<file path="src/rtl/div_arbiter.sv">
// Two-port round-robin arbiter and sequencer for the shared signed divider.
// Optional macro DIV_ZERO_BYPASS_EN: a zero divisor skips the settle window.
module div_arbiter #(
  parameter int WIDTH   = 32,
  parameter int LATENCY = 4
) (
  input  logic             clock,
  input  logic             reset,
  input  logic             req0,
  input  logic [WIDTH-1:0] dividend0,
  input  logic [WIDTH-1:0] divisor0,
  input  logic             req1,
  input  logic [WIDTH-1:0] dividend1,
  input  logic [WIDTH-1:0] divisor1,
  output logic             gnt0,
  output logic             gnt1,
  output logic             done0,
  output logic             done1,
  output logic [WIDTH-1:0] result,
  output logic             exception,
  output logic             busy,
  output logic [WIDTH-1:0] div_dd,
  output logic [WIDTH-1:0] div_ds,
  input  logic [WIDTH-1:0] div_q,
  input  logic             div_ex
);

  typedef enum logic [1:0] {IDLE, RUN, DONE, ZERO} state_t;

  state_t           state, next_state;
  logic [3:0]       count;
  logic             owner;
  logic             last;
  logic             first;
  logic [WIDTH-1:0] op_dd, op_ds;

  logic             any_req;
  logic             winner;
  logic [WIDTH-1:0] win_dd, win_ds;

  // On a tie the requester that was not served last wins.
  assign any_req = req0 | req1;
  assign winner  = (req0 && req1) ? ~last : req1;
  assign win_dd  = winner ? dividend1 : dividend0;
  assign win_ds  = winner ? divisor1  : divisor0;

  always_comb begin
    next_state = state;
    case (state)
      IDLE: begin
        if (any_req) begin
`ifdef DIV_ZERO_BYPASS_EN
          if (win_ds == '0)
            next_state = ZERO;
          else
            next_state = RUN;
`else
          next_state = RUN;
`endif
        end
      end
      RUN:     if (count == 4'd0) next_state = DONE;
      DONE:    next_state = IDLE;
      ZERO:    next_state = DONE;
      default: next_state = IDLE;
    endcase
  end

  always_ff @(posedge clock) begin
    if (reset) begin
      state     <= IDLE;
      count     <= 4'd0;
      owner     <= 1'b0;
      last      <= 1'b1;
      first     <= 1'b0;
      op_dd     <= '0;
      op_ds     <= '0;
      result    <= '0;
      exception <= 1'b0;
    end else begin
      state <= next_state;
      first <= 1'b0;
      case (state)
        IDLE: begin
          if (any_req) begin
            owner <= winner;
            last  <= winner;
            first <= 1'b1;
            count <= 4'(LATENCY - 1);
            // The bypass path leaves the divider inputs untouched.
            if (next_state == RUN) begin
              op_dd <= win_dd;
              op_ds <= win_ds;
            end
          end
        end
        RUN: begin
          if (count == 4'd0) begin
            result    <= div_q;
            exception <= div_ex;
          end else begin
            count <= count - 4'd1;
          end
        end
        ZERO: begin
          result    <= '0;
          exception <= 1'b1;
        end
        default: ;
      endcase
    end
  end

  assign gnt0   = first & ~owner;
  assign gnt1   = first &  owner;
  assign done0  = (state == DONE) & ~owner;
  assign done1  = (state == DONE) &  owner;
  assign busy   = (state != IDLE);
  assign div_dd = op_dd;
  assign div_ds = op_ds;

endmodule

</file>
<file path="config.mk">
export PLATFORM = sky130hd
export DESIGN_NAME = div_arbiter
export DESIGN_NICKNAME = d
export VERILOG_FILES = /design/src/rtl/div_arbiter.sv
export SDC_FILE = /design/constraint.sdc
export NUM_CORES = 1
export LEC_CHECK = 0
export CORE_MARGIN = 8
export CORE_UTILIZATION = 39
export CTS_CLUSTER_SIZE = 40
export DETAILED_ROUTE_END_ITERATION = 6
export GPL_TIMING_DRIVEN = 1
export PLACE_DENSITY = 0.86
export SLEW_MARGIN = 20
export SYNTH_ARGS = -nofsm -noshare
export SYNTH_HDL_FRONTEND = slang
export SYNTH_SLANG_ARGS = --single-unit
</file>
<file path="constraint.sdc">
create_clock -name clock -period 4.3 [get_ports clock]
set_input_delay 0.645 -clock clock [delete_from_list [all_inputs] [get_ports clock]]
set_output_delay 0.645 -clock clock [all_outputs]
set_load 0.02 [all_outputs]
</file>
# Word-level counts from Yosys, hierarchy flattened
# Index checks and enable logic that the tools add are counted.
[classes]
addsub = 1
n_mul = 0
div_mod_pow = 0
order_cmp = 0
eq_ne = 7
shifts = 0
n_mux = 14
n_bitwise = 8
n_reduce_logical = 11
[op_table]
columns = ["cell", "n"]
rows = [
  ["two-way mux 32 bit", 3],
  ["one-hot mux 32 bit (2 select lines)", 1],
  ["two-way mux 4 bit", 2],
  ["one-hot mux 2 bit (4 select lines)", 1],
  ["one-hot mux 4 bit (2 select lines)", 1],
  ["inequality test 2 bit (second input constant)", 3],
  ["AND reduction 3 bit", 2],
  ["nonzero test 2 bit", 3],
  ["bitwise AND 1 bit", 4],
  ["equality test 2 x 1 -> 1 bit (second input constant)", 2],
  ["equality test 2 bit (second input constant)", 2],
  ["zero test 4 bit", 1],
  ["two-way mux 2 bit", 2],
  ["AND reduction 2 bit", 2],
  ["subtractor 4 x 1 -> 4 bit (second input constant)", 1],
  ["two-way mux 1 bit", 3],
  ["inverter 1 bit", 3],
  ["zero test 2 bit", 1],
  ["one-hot mux 1 bit (2 select lines)", 1],
  ["OR reduction 2 bit", 1],
  ["logical AND 1 bit", 1],
  ["OR 1 bit", 1],
]
[word_totals]
regBits = 106
latch_bits = 0
ram_bits = 0
romBits = 0
in_bits = 165
output_inout_bits = 102
word_cells = 50
mem_count = 0

# Depth between registers and ports, before layout
# Gate-level depths: netlist of the first run.
[logic_depth]
word_depth = 5
mapped_depth = 7
mapped_depth_nobuf = 5

# Least setup slack after synthesis of the first run
# No wires, ideal clock.
[synth_timing]
path_type = "input to register"
startpoint = "in req1"
endpoint = "reg op_dd[10], in the netlist div_dd[10]"
setup_ns = 0.127
t_arrival_ns = 1.574
t_required_ns = 4.173
setup_slack_ns = 2.598
cell_stages = 5
n_path_buf = 2
cell_sequence = "or2_2 nand2_1 buf_2 clkbuf_1 o2bb2ai_1"
[synth_between]
elab_chain_len = 5
word_cells_on_any_way = 8
cone_classes = "eq/ne (1); mux (4); bitwise (1); reduce/logical (2)"
[synth_lines]
columns = ["element", "line", "rtl"]
rows = [
  ["start: declaration", "12", "input logic req1,"],
  ["OR 1 bit", "42", "assign any_req = req0 | req1;"],
  ["two-way mux 2 bit", "51", "if (any_req) begin"],
  ["one-hot mux 2 bit (4 select lines)", "49", "case (state)"],
  ["equality test 2 x 1 -> 1 bit", "91", "if (next_state == RUN) begin"],
  ["AND reduction 3 bit (no line)", "-", ""],
  ["end signal: assignment", "92", "op_dd <= win_dd;"],
  ["end: declaration", "35", "logic [WIDTH-1:0] op_dd, op_ds;"],
]
# Parallel ways exist; a longest one is shown, timed or not.
# A chain may end at the register's enable or synchronous reset.

# Worst setup path in the final report of the first run
[layout_timing]
startpoint = "reg state[0]"
endpoint = "out busy"
[layout_between]
elab_chain_len = 1
[layout_lines]
columns = ["element", "line", "rtl"]
rows = [
  ["start: declaration", "30", "state_t state, next_state;"],
  ["start signal: assignment", "81", "state <= next_state;"],
  ["nonzero test 2 bit", "118", "assign busy = (state != IDLE);"],
  ["end: declaration", "21", "output logic busy,"],
]
# Every way passes these cells.

==> impl_metrics.toml, run 1 <==
[run_status]
outcome = "finished clean"

[min_path]
min_from = "div_ds[13]$_SDFFE_PP0P_"
worstHoldEndpoint = "div_ds[13]$_SDFFE_PP0P_"
hp-class = "reg -> reg"
min_path_cells = 1

[critical_path]
worst_path_largest_cell_delay_ns = 0.56
cp.arrival_ns = 1.88
end_kind = "output port"
cp_max_fo = 8
reg2reg_to = "result[19]$_SDFFE_PP0P_"
r2r-start = "count[0]$_SDFFE_PP0P_"
reg2regPathDepth = 6
slowest_stage = "clkdlybuf4s50_1"
critical_path.cell_chain = "nor2_1 > inv_1 > clkdlybuf4s50_1"
start_kind = "flip-flop"
cp_data_required_time_ns = 3.65
critical_path_class = "reg -> out"
r2r_slack_ns = 2.19

[finish]
drive_gt1_share_pct = 9.52
diodes = 0
nNetsFinal = 761
multi_input_area_mm2 = 0.00185
num-fill-cells = 786
flow.area_growth_from_synthesis_pct = 72.1
seq_area_mm2 = 0.00212

[yosys]
synth_top_family_by_area = "compound AO/OA/AOI/OAI gates"
synth_async_sr_flop_share_pct = 0
synth_edf_count = 0
synth_cell_types = 36
ys_warn_count = 0
synthTopCellsByCount = "dfxtp_1, mux2i_1, o2bb2ai_1"
synth_flop_cell = "dfxtp_1"
synth-xor-area-share_pct = 0
synthDominantCellAreaShare_pct = 51.6
muxShareOfSynthArea_pct = 15.6
ys_seq_area_share_pct = 51.6
yosys_register_bits = 106
synth.cell_area_mm2 = 0.00412
synth_top_cells_by_area = "dfxtp_1, mux2i_1, o2bb2ai_1"
yosys.area_share.simple_pct = 3.59
synth_area_leader_cell = "dfxtp_1"
syn_avg_cell_area_um2 = 12.0
synthCells = 342
synth_fa_ha_area_share_pct = 0.608
synth_nets = 509
yosysMostFrequentCell = "dfxtp_1"
synth_compound_area_share_pct = 24.2

[placed_design]
dpl.hpwl_um = 11300
io_buffers = 266
place_congestion = 0.728

[global_routing]
grt_pass1_wl_um = 22400
antenna_found_initial = 0
grt-ovfl-total = 0
grt_max_degree = 66
grt_usage_pct = 19.7
grt_pass1_vias = 4130

[pwr]
ir_drop_uv = 181
power.share.clock_pct = 24.2
powerDensity_mw_per_mm2 = 373
totalPowerFinal_uw = 2650
p_comb_share_pct = 31.6
swShare_pct = 30.8
p_sw_uw = 814
p_seq_share_pct = 44.2
cellInternalPower_uw = 1830
power.leakage_uw = 0.00263

[timing]
finalMaxSlewViolations = 0
fmax_mhz = 396
fin_crit_sh_pct = 58.8
relSlewSlack_pct = 49.2
setup_viol = 0
final_hold_viol_count = 0
fin_setup_tns_ns = 0
finClkSkew_ns = 0.0121
worst_pin_slew_ns = 0.761
min_period_ns = 2.53
rsz0062_at_grt = "no"

[clock_tree]
clkLatencyLatePin_ns = 0.37
cts_buffer_depth = 2
cts_buffers = 9
post_cts_buffers = 0
cts_tree = "built"
h-tree-depth = 3
holdBufCountCts = 0
cts.sinks = 106
cts_resized = 0
cts-root-buf = "clkbuf_8"
path_clk_slew_ns = 0.10

[floorplan]
fp-row-count = 37
core-area_mm2 = 0.0103
start_util_pct = 40.1
dieHeight_um = 119
die_w_um = 119
design.portCount = 267
dieArea_mm2 = 0.0141

[routing]
drtPass1Iterations = 4
detail-route-antenna-nets = 0
drt-initial-drc-count = 195
via_per_inst = 5.15
vias = 3785
avgRoutedWirePerCell_um = 19.7
routed_wl_um = 14500
drc_errors = 0

[job]
maxCapViolCount = 0
==> layout make-up <==
| class | instances | share of cell area [%] |
|---|---|---|
| Clock buffer | 10 | 1.94 |
| Clock inverter | 6 | 1.01 |
| Inverter | 6 | 0.318 |
| Multi-Input combinational cell | 201 | 26.1 |
| Sequential cell | 106 | 30.0 |
| Tap cell | 136 | 2.40 |
| Timing Repair Buffer | 270 | 38.2 |
==> power by group through the flow <==
stage / registers [µW] / logic (µW) / clock network [µW]
floorplan: 1310 / 270 / 0
global placement: 1190 / 820 / 0
detailed placement: 1190 / 841 / 0
CTS: 1170 / 844 / 651
global route: 1190 / 887 / 700
finish: 1170 / 836 / 639
==> how the worst max path moves through the flow <==
| stage | startpoint | end |
|---|---|---|
| 6_report | state[0]$_SDFF_PP0_ | busy |
| 5_1_grt | state[0]$_SDFF_PP0_ | busy |
| 4_1_cts | state[0]$_SDFF_PP0_ | busy |
| 3_5_place_dp | reset | result[19]$_SDFFE_PP0P_ |
| 3_3_place_gp | reset | div_dd[19]$_SDFFE_PP0P_ |
| 2_1_floorplan | req1 | div_dd[10]$_SDFFE_PP0P_ |
==> per-stage QoR <==
| stage | utilization [%] | instances | area [µm²] | setup WS (ns) | hold slack, ns |
|---|---|---|---|---|---|
| 2_1_floorplan | - | 342 | 4120 | 2.60 | 0.464 |
| 3_3_place_gp | 66.6 | 718 | 6850 | 1.42 | 0.444 |
| 3_5_place_dp | 66.8 | 718 | 6860 | 1.55 | 0.445 |
| 4_1_cts | 68.8 | 734 | 7070 | 1.76 | 0.475 |
| 5_1_grt | 68.9 | 735 | 7080 | 1.67 | 0.489 |
| 6_report | 68.9 | 735 | 7080 | 1.77 | 0.469 |
==> cell usage in the layout (no fill, tap or decap), types with 2 or more instances in the layout <==
cell type and instances:
a211oi_1 2, a21oi_1 2, a22o_1 4, a22o_2 29, buf_4 2, clkbuf_8 10, clkdlybuf4s50_1 266, clkinvlp_4 2
dfxtp_1 106, ha_1 2, inv_1 6, inv_6 2, mux2i_1 64, nor2_1 4, nor2b_1 3, nor3_1 3
nor3b_1 2, o21ai_0 3, o2bb2ai_1 64
==> cell families after synthesis <==
group                    after synthesis
AO/OA/AOI/OAI                        112
adder cells (fa/ha/maj)                2
buffers and inverters                 35
flip-flops                           106
multiplexers                          64
AND/OR/NAND/NOR                       23
==> worst max-delay path: cells and delay by family, from the launching register on <==
family	cells	cell delay (ns)
AND/OR/NAND/NOR	1	0.47
flip-flops	1	0.41
buffers and inverters	2	0.64
==> state kept, by name (all words and copies together) (netlist names) <==
register,cells
count,4
state,2
exception,1
last,1
div_dd,32
div_ds,32
first,1
owner,1
result,32
==> routing by layer <==
layer	GRT usage [%]	vias up	part of all wire, %
li1	-	1813	-
met1	21.2	1781	40
met2	34.6	179	50
met3	8.19	12	9.1
met4	6.01	0	1.4
met5	0	-	0
Note: power is estimated with default switching activity, not from simulation.
==> inputs of run 2 (changes only) <==
--- a/config.mk
+++ b/config.mk
@@ -6,11 +6,11 @@
 export NUM_CORES = 1
 export LEC_CHECK = 0
 export CORE_MARGIN = 8
-export CORE_UTILIZATION = 39
+export CORE_UTILIZATION = 33
 export CTS_CLUSTER_SIZE = 40
 export DETAILED_ROUTE_END_ITERATION = 6
 export GPL_TIMING_DRIVEN = 1
-export PLACE_DENSITY = 0.86
+export PLACE_DENSITY = 0.77
 export SLEW_MARGIN = 20
 export SYNTH_ARGS = -nofsm -noshare
 export SYNTH_HDL_FRONTEND = slang
==> constraint.sdc (replaced) <==
create_clock -name clock -period 2.3 [get_ports clock]
set_input_delay 0.345 -clock clock [delete_from_list [all_inputs] [get_ports clock]]
set_output_delay 0.345 -clock clock [all_outputs]
set_load 0.02 [all_outputs]
==> run 2 against run 1 <==
Via count barely moved; clock skew fell by 0.0055 ns; register-to-register slack got worse by 1.8 ns; cell count rose by 5.3%; clock power rose by 150%; global-route usage fell by 2.9 points; routed wire length fell by 0.32%; critical endpoint unchanged.
==> impl_metrics.toml, run 2 (same netlist as run 1, synthesis figures left out) <==
[clock_tree]
cts_buffer_depth = 2
post_cts_buffers = 0
cts.sinks = 106
cts_buffers = 9
path_clk_slew_ns = 0.07
cts_tree = "built"
clkLatencyLatePin_ns = 0.33
h-tree-depth = 3
cts-root-buf = "clkbuf_16"

[critical_path]
critical_path_class = "reg -> out"
cp_data_required_time_ns = 1.96
critical_path.cell_chain = "nor2_2 > inv_1 > clkdlybuf4s50_1"
end_kind = "output port"
cp_max_fo = 8
slowest_stage = "clkdlybuf4s50_1"
worst_path_largest_cell_delay_ns = 0.54
start_kind = "flip-flop"
r2r-start = "count[0]$_SDFFE_PP0P_"
reg2regPathDepth = 6
reg2reg_to = "result[27]$_SDFFE_PP0P_"
cp.arrival_ns = 1.67
r2r_slack_ns = 0.38

[finish]
nNetsFinal = 764
diodes = 0
num-fill-cells = 1115
flow.area_growth_from_synthesis_pct = 76.7
drive_gt1_share_pct = 9.97
multi_input_area_mm2 = 0.00185
seq_area_mm2 = 0.00212
mostFrequentLayoutCells = "clkdlybuf4s50_1, dfxtp_1, mux2i_1, o2bb2ai_1, a22o_2"
final_cells = 774
final_common_cell = "clkdlybuf4s50_1"

[global_routing]
use_met1_pct = 18.7
grt_usage_pct = 16.9
grt_max_degree = 66
met2_usage_pct = 28.6
grt-ovfl-total = 0
top_usage_layer = "met2"
antenna_found_initial = 0
grt_pass1_vias = 3981
grt_pass1_wl_um = 21600
grtUsageMet3_pct = 7.24

[job]
maxCapViolCount = 0

[placed_design]
place_congestion = 0.829
io_buffers = 266
dpl.hpwl_um = 11200
dpl.cell_count = 758

[pwr]
power.leakage_uw = 0.00270
ir_drop_uv = 292
powerDensity_mw_per_mm2 = 737

[routing]
drt-initial-drc-count = 253
drc_errors = 0
via_per_inst = 4.89
avgRoutedWirePerCell_um = 18.7
routed_wl_um = 14400
drtPass1Iterations = 4
vias = 3782
detail-route-antenna-nets = 0

[timing]
fmax_mhz = 496
relSlewSlack_pct = 49.0
fin_crit_sh_pct = 87.7
min_period_ns = 2.02
worst_pin_slew_ns = 0.764
rsz0062_at_grt = "no"
fin_setup_tns_ns = 0
setup_viol = 0
final_hold_viol_count = 0
finClkSkew_ns = 0.00667
finalMaxSlewViolations = 0

[min_path]
hp-class = "reg -> reg"
min_from = "exception$_SDFFE_PP0P_"
min_path_cells = 2
worstHoldEndpoint = "exception$_SDFFE_PP0P_"

[floorplan]
design.portCount = 267
core-area_mm2 = 0.0124
dieHeight_um = 128
start_util_pct = 33.2
fp-row-count = 41
dieArea_mm2 = 0.0163
die_w_um = 128

[run_status]
outcome = "finished clean"
## run 2: timing repair
item / CTS / global route
hold endpoints to repair: 0 / 0
resized for setup: 0 / 1
hold buffers: 0 / 0
setup endpoints to repair: 0 / 1
## run 2: final cells by class
class,instances,area share (%)
clock buffers,12,3.53
clock inverters,4,0.774
inverters,6,0.310
multi-input cells,201,25.4
flip-flops and latches,106,29.2
well taps,172,2.96
repair buffers,273,37.8
## run 2: through the flow
stage	area (µm²)	total power, µW	hold WS (ns)	util [%]	setup WS [ns]
after floorplan	4120	2960	0.464	-	0.667
after global placement	6950	3770	0.443	56.0	0.194
after detailed placement	6960	3810	0.445	56.1	0.304
after CTS	7270	5420	0.464	58.6	0.102
after global routing	7270	5590	0.471	58.6	0.164
final	7270	5360	0.458	58.6	0.282
## run 2: critical path: cells and delay by family (launching register included)
kind / cells / cell delay, ns
buf+inv: 2 / 0.61
flops: 1 / 0.40
simple gates: 1 / 0.33
## run 2: worst max-delay path by stage
stage	start	to	slack [ns]	cells past startpoint
after floorplan	count[0]$_SDFFE_PP0P_	result[0]$_SDFFE_PP0P_	0.67	7
after global placement	reset	result[23]$_SDFFE_PP0P_	0.19	3
after detailed placement	req0	div_ds[21]$_SDFFE_PP0P_	0.30	5
after CTS	state[0]$_SDFF_PP0_	busy	0.10	3
after global routing	state[0]$_SDFF_PP0_	busy	0.16	3
final	state[0]$_SDFF_PP0_	busy	0.28	3
## run 2: report_power, final
group	leakage, µW	switching [µW]	internal (µW)	total [µW]
Clock	0.000154	676	917	1590
Sequential	0.000871	134	2060	2190
Combinational	0.00168	738	840	1580
## run 2: layer usage
| metal | routed length, µm | share of wire (%) |
|---|---|---|
| met3 | 1500 | 10 |
| met4 | 164 | 1.1 |
| met2 | 6990 | 48 |
| met1 | 5790 | 40 |
| met5 | 0 | 0 |
